**config.mk**
```make
export PLATFORM = sky130hd
export DESIGN_NAME = dwell_timer
export DESIGN_NICKNAME = d
export VERILOG_FILES = /design/src/rtl/and_self_test_dwell_timer.sv
export SDC_FILE = /design/constraint.sdc
export NUM_CORES = 1
export LEC_CHECK = 0
export CAP_MARGIN = 20
export CORE_AREA = 3 3 40 42
export DETAILED_ROUTE_END_ITERATION = 7
export DIE_AREA = 0 0 43 45
export GPL_TIMING_DRIVEN = 0
export MAX_ROUTING_LAYER = met4
export PLACE_DENSITY = 0.41
export SETUP_SLACK_MARGIN = 0.05
export SLEW_MARGIN = 20
export SYNTH_ARGS = -nofsm -noshare
export SYNTH_HDL_FRONTEND = slang
export SYNTH_SLANG_ARGS = --single-unit
```
**constraint.sdc**
```tcl
create_clock -name clk -period 1.9 [get_ports clk]
set_input_delay 0.38 -clock clk [delete_from_list [all_inputs] [get_ports clk]]
set_output_delay 0.38 -clock clk [all_outputs]
set_load 0.05 [all_outputs]
```
**src/rtl/and_self_test_dwell_timer.sv**
```systemverilog
// Down-counter that flags the last cycle of a DWELL_CYCLES-long hold window.
module dwell_timer #(
  parameter int DWELL_CYCLES = 10
) (
  input  logic clk,
  input  logic rst,
  input  logic load,
  output logic done_pulse
);
  localparam int CW = (DWELL_CYCLES > 2) ? $clog2(DWELL_CYCLES) : 1;

  logic [CW-1:0] cnt;
  logic          run;

  // run gates the pulse so a parked zero count does not keep firing
  always_ff @(posedge clk) begin
    if (rst) begin
      cnt <= '0;
      run <= 1'b0;
    end else if (load) begin
      cnt <= CW'(DWELL_CYCLES - 1);
      run <= 1'b1;
    end else if (run) begin
      if (cnt == '0) run <= 1'b0;
      else           cnt <= cnt - CW'(1);
    end
  end

  assign done_pulse = run && (cnt == '0);
endmodule

```
# After elaboration in Yosys (flattened, before gate mapping)
# Cells that the tools add are included.
# totals
reg_bits	5
in_bits	3
output_inout_bits	1
# classes
addsub	1
eq_ne	1
n_mux	6
bitwise	1
n_reduce_logical	6
# ops
cell	n
$mux 4	3
$logic_not 4->1	1
$reduce_and 2->1	2
$sub 4x1->4 const B	1
$mux 1	3
$ne 2x2->1 const B	1
$reduce_bool 2->1	1
$reduce_or 2->1	1
$logic_and 1x1->1	1
$not 1->1	1

# Logic depth before layout (Yosys ltp)
# depth
depth_word	4
mapped_depth	5

# Worst setup path before layout
# Ideal clock, no wire load.
# synth_path
path_type	reg-to-output
startpoint	register cnt[0]
endpoint	output port done_pulse
arrival_time_ns	1.679
required_time_ns	1.520
slack_ns	-0.159
stages_incl_launch_ff	5
n_path_buf	0
path_cell_list	dfxtp_1 > inv_1 > ha_1 > nand2_1 > nor3_1
# synth_between
elab_chain_cells	2
# synth_lines
element	line	source
start, declared	12	logic [CW-1:0] cnt;
start signal, assigned	21	cnt <= CW'(DWELL_CYCLES - 1);
start signal, assigned	25	else cnt <= cnt - CW'(1);
$logic_not 4->1	29	assign done_pulse = run && (cnt == '0);
$logic_and 1x1->1	29	
end, declared	8	output logic done_pulse
# Every way passes these cells.

# Final worst setup path
# Ends and elaborated chain as after synthesis.

==> run metrics <==
root buffer cell clkbuf_4; number of global-route vias before repair 210; max-slew violations 0; Sink Count 5; Worst Reg-to-Reg Cells 5; CTS Buffer Depth 2; crit end category output pin; core footprint 1280 µm²; post-synthesis sequential area ratio 0.402; grt met3 use 0.0120; startpoint types flip-flop; top fanout value on the critical path 4; Setup TNS 0 ps; Mapped Nets 31; largest net degree at the start of global routing 9; vias post-DR 215; Final Critical Period about 1700 ps; CP Class flip-flop to output pin; Wirelength per Cell between 8 and 9 µm; final setup fails 0; Max Clock Freq roughly 590 MHz; register bit total from synthesis 5; final antenna-violating net count 0; Reg-to-Reg Start cnt[0]; Max VDD drop 0.257 mV; post-route cell area between 300 and 400 µm²; hold path depth 2; fin crit share 0.896; max-cap viol count 0; CP Data Arrival Time ~1300 ps; Yosys warning total 0; DRT iter0 DRCs 6; DRT Pass-1 Iters 4; clk slew on worst S/H paths approximately 40 ps; layer with the highest usage met2; mapped cell area between 200 and 250 µm²; met1 usage 0.0675; min-delay worst type flip-flop to flip-flop; GR Util met2 0.0868; routability cong. 0.730; DIE WIDTH 43 µm; most area-consuming cells after synthesis dfxtp_1 40%, a21oi_1 8.0%, nor4b_2 6.0%, ha_1 5.0%, nor4_2 5.0%; Pleak roughly 0.13 nW; most frequent cells in the layout 5 x dfxtp_1, 4 x a21oi_1, 3 x inv_1, 3 x clkbuf_4; starting density of the core 0.194; Chip Height about 45 µm; DP HPWL 350 µm; antenna violations before repair 0; clock skew 1.86 ps; # IOs 4; CTS buffer count 3; gr usage total 0.0592; full die area 1940 µm²; clk_lat worst skew 240 ps; CTS tree yes; Hold Path End cnt[1]; first-pass GRT wire length roughly 790 µm; hold_buf cts 0; slew margin rel. 0.836; synthesized instance count 27; total gr overflow 0; WL final ~440 µm; DP Area ~300 µm²; crit path from cnt[0]; layout cells sized above 1 0.235; Crit Reg-Reg Endpoint cnt[0]; Netlist cell types 16; IO buf count 3; Yosys top cell by area dfxtp_1; critical hold path startpoint cnt[1]; Hold Vio Cnt, Final 0; Site Rows 13; Slew @ Worst Pin 248 ps; H-tree depth 1; Avg Cell Area, Syn 9.22 µm²; ant diodes 0; DR vias/cell about 4.4; top cell type's share of synthesized area 0.402; Filler cells 141; Layout area overhead 30.2%; nets 39; CP required about 1500 ps; r2r setup slk 440 ps; final total power 0.284 mW; post-CTS setup buffers 0; leading cell type in the layout, fill and taps excluded dfxtp_1; run status finished, final reports clean; unrepaired setup endpoints after global routing false; DRC Markers 0; Cell Pwr Density 877 nW/µm²
-- cells by family (layout without fill, tap and decap cells) --
logic type      Yosys count  after routing  synth area share
flops                     5              5             0.402
simple gates             11             11             0.327
fa+ha+maj                 1              1            0.0502
mux                       1              1            0.0402
compound gates            6              6             0.136
buf+inv                   3             10            0.0452
-- metrics by stage --
step / std cells / worst slack [ps] / hold WS, ps / utilization
floorplan: 27 / 267 / 449 / -
global placement: 45 / -89.2 / 575 / 0.236
detailed placement: 45 / -124 / 573 / 0.236
CTS: 49 / 50.3 / 578 / 0.257
global route: 49 / 107 / 614 / 0.252
finish: 49 / 199 / 578 / 0.252
-- cell type report --
type	instances	area, µm²	share of cell area
multi-input combinational	19	143	0.440
sequential	5	100	0.309
clock buffer	4	26.3	0.0811
timing repair buffer	3	25.0	0.0772
tap	15	18.8	0.0579
inverter	3	11.3	0.0347
-- worst max-delay path: stages, from the launching register on --
cell,delay (ps)
dfxtp_1,310
inv_1,100
ha_1,210
nand2_1,90
nor3_2,100
buf_2,280
-- worst max-delay path by stage --
| stage | endpoint | slack (ps) | cells past startpoint |
|---|---|---|---|
| 5_1_grt | done_pulse | 110 | 5 |
| 2_1_floorplan | done_pulse | 270 | 4 |
| 6_report | done_pulse | 200 | 5 |
| 3_5_place_dp | done_pulse | -120 | 5 |
| 3_3_place_gp | done_pulse | -90 | 5 |
| 4_1_cts | done_pulse | 50 | 5 |
-- flip-flops by register name, summed over array words and instances, names as in the netlist --
register,cells
cnt,4
run,1
-- synth_stat cells, drive strengths merged --
| library cell | n |
|---|---|
| nand2 | 1 |
| nor3 | 2 |
| nor4b | 1 |
| ha | 1 |
| and3 | 1 |
| mux2i | 1 |
| nor4 | 1 |
| a21oi | 4 |
| a21o | 1 |
| nor2 | 2 |
| dfxtp | 5 |
| inv | 3 |
| a31oi | 1 |
| or3b | 1 |
| nand3 | 1 |
| and4b | 1 |
-- per-layer routing --
layer | wire length (µm) | up-vias | share of wire
met5 | 0 | - | 0
met4 | 0 | 0 | 0
met3 | 21 | 0 | 0.048
met2 | 205 | 6 | 0.47
met1 | 208 | 95 | 0.48
li1 | - | 114 | -
-- power by group --
group	leakage (nW)	switching, mW	internal [mW]	total (mW)
Clock	0.0150	0.0396	0.0791	0.119
Combinational	0.0768	0.0238	0.0219	0.0457
Sequential	0.0414	0.00782	0.112	0.120
Total	0.133	0.0712	0.213	0.284
-- timing repair --
action,4_1_cts,5_1_grt
endpoints found under the setup margin,1,1
hold endpoints to repair,0,0
resized for setup,3,2
Power figures use the tool's default switching activity.
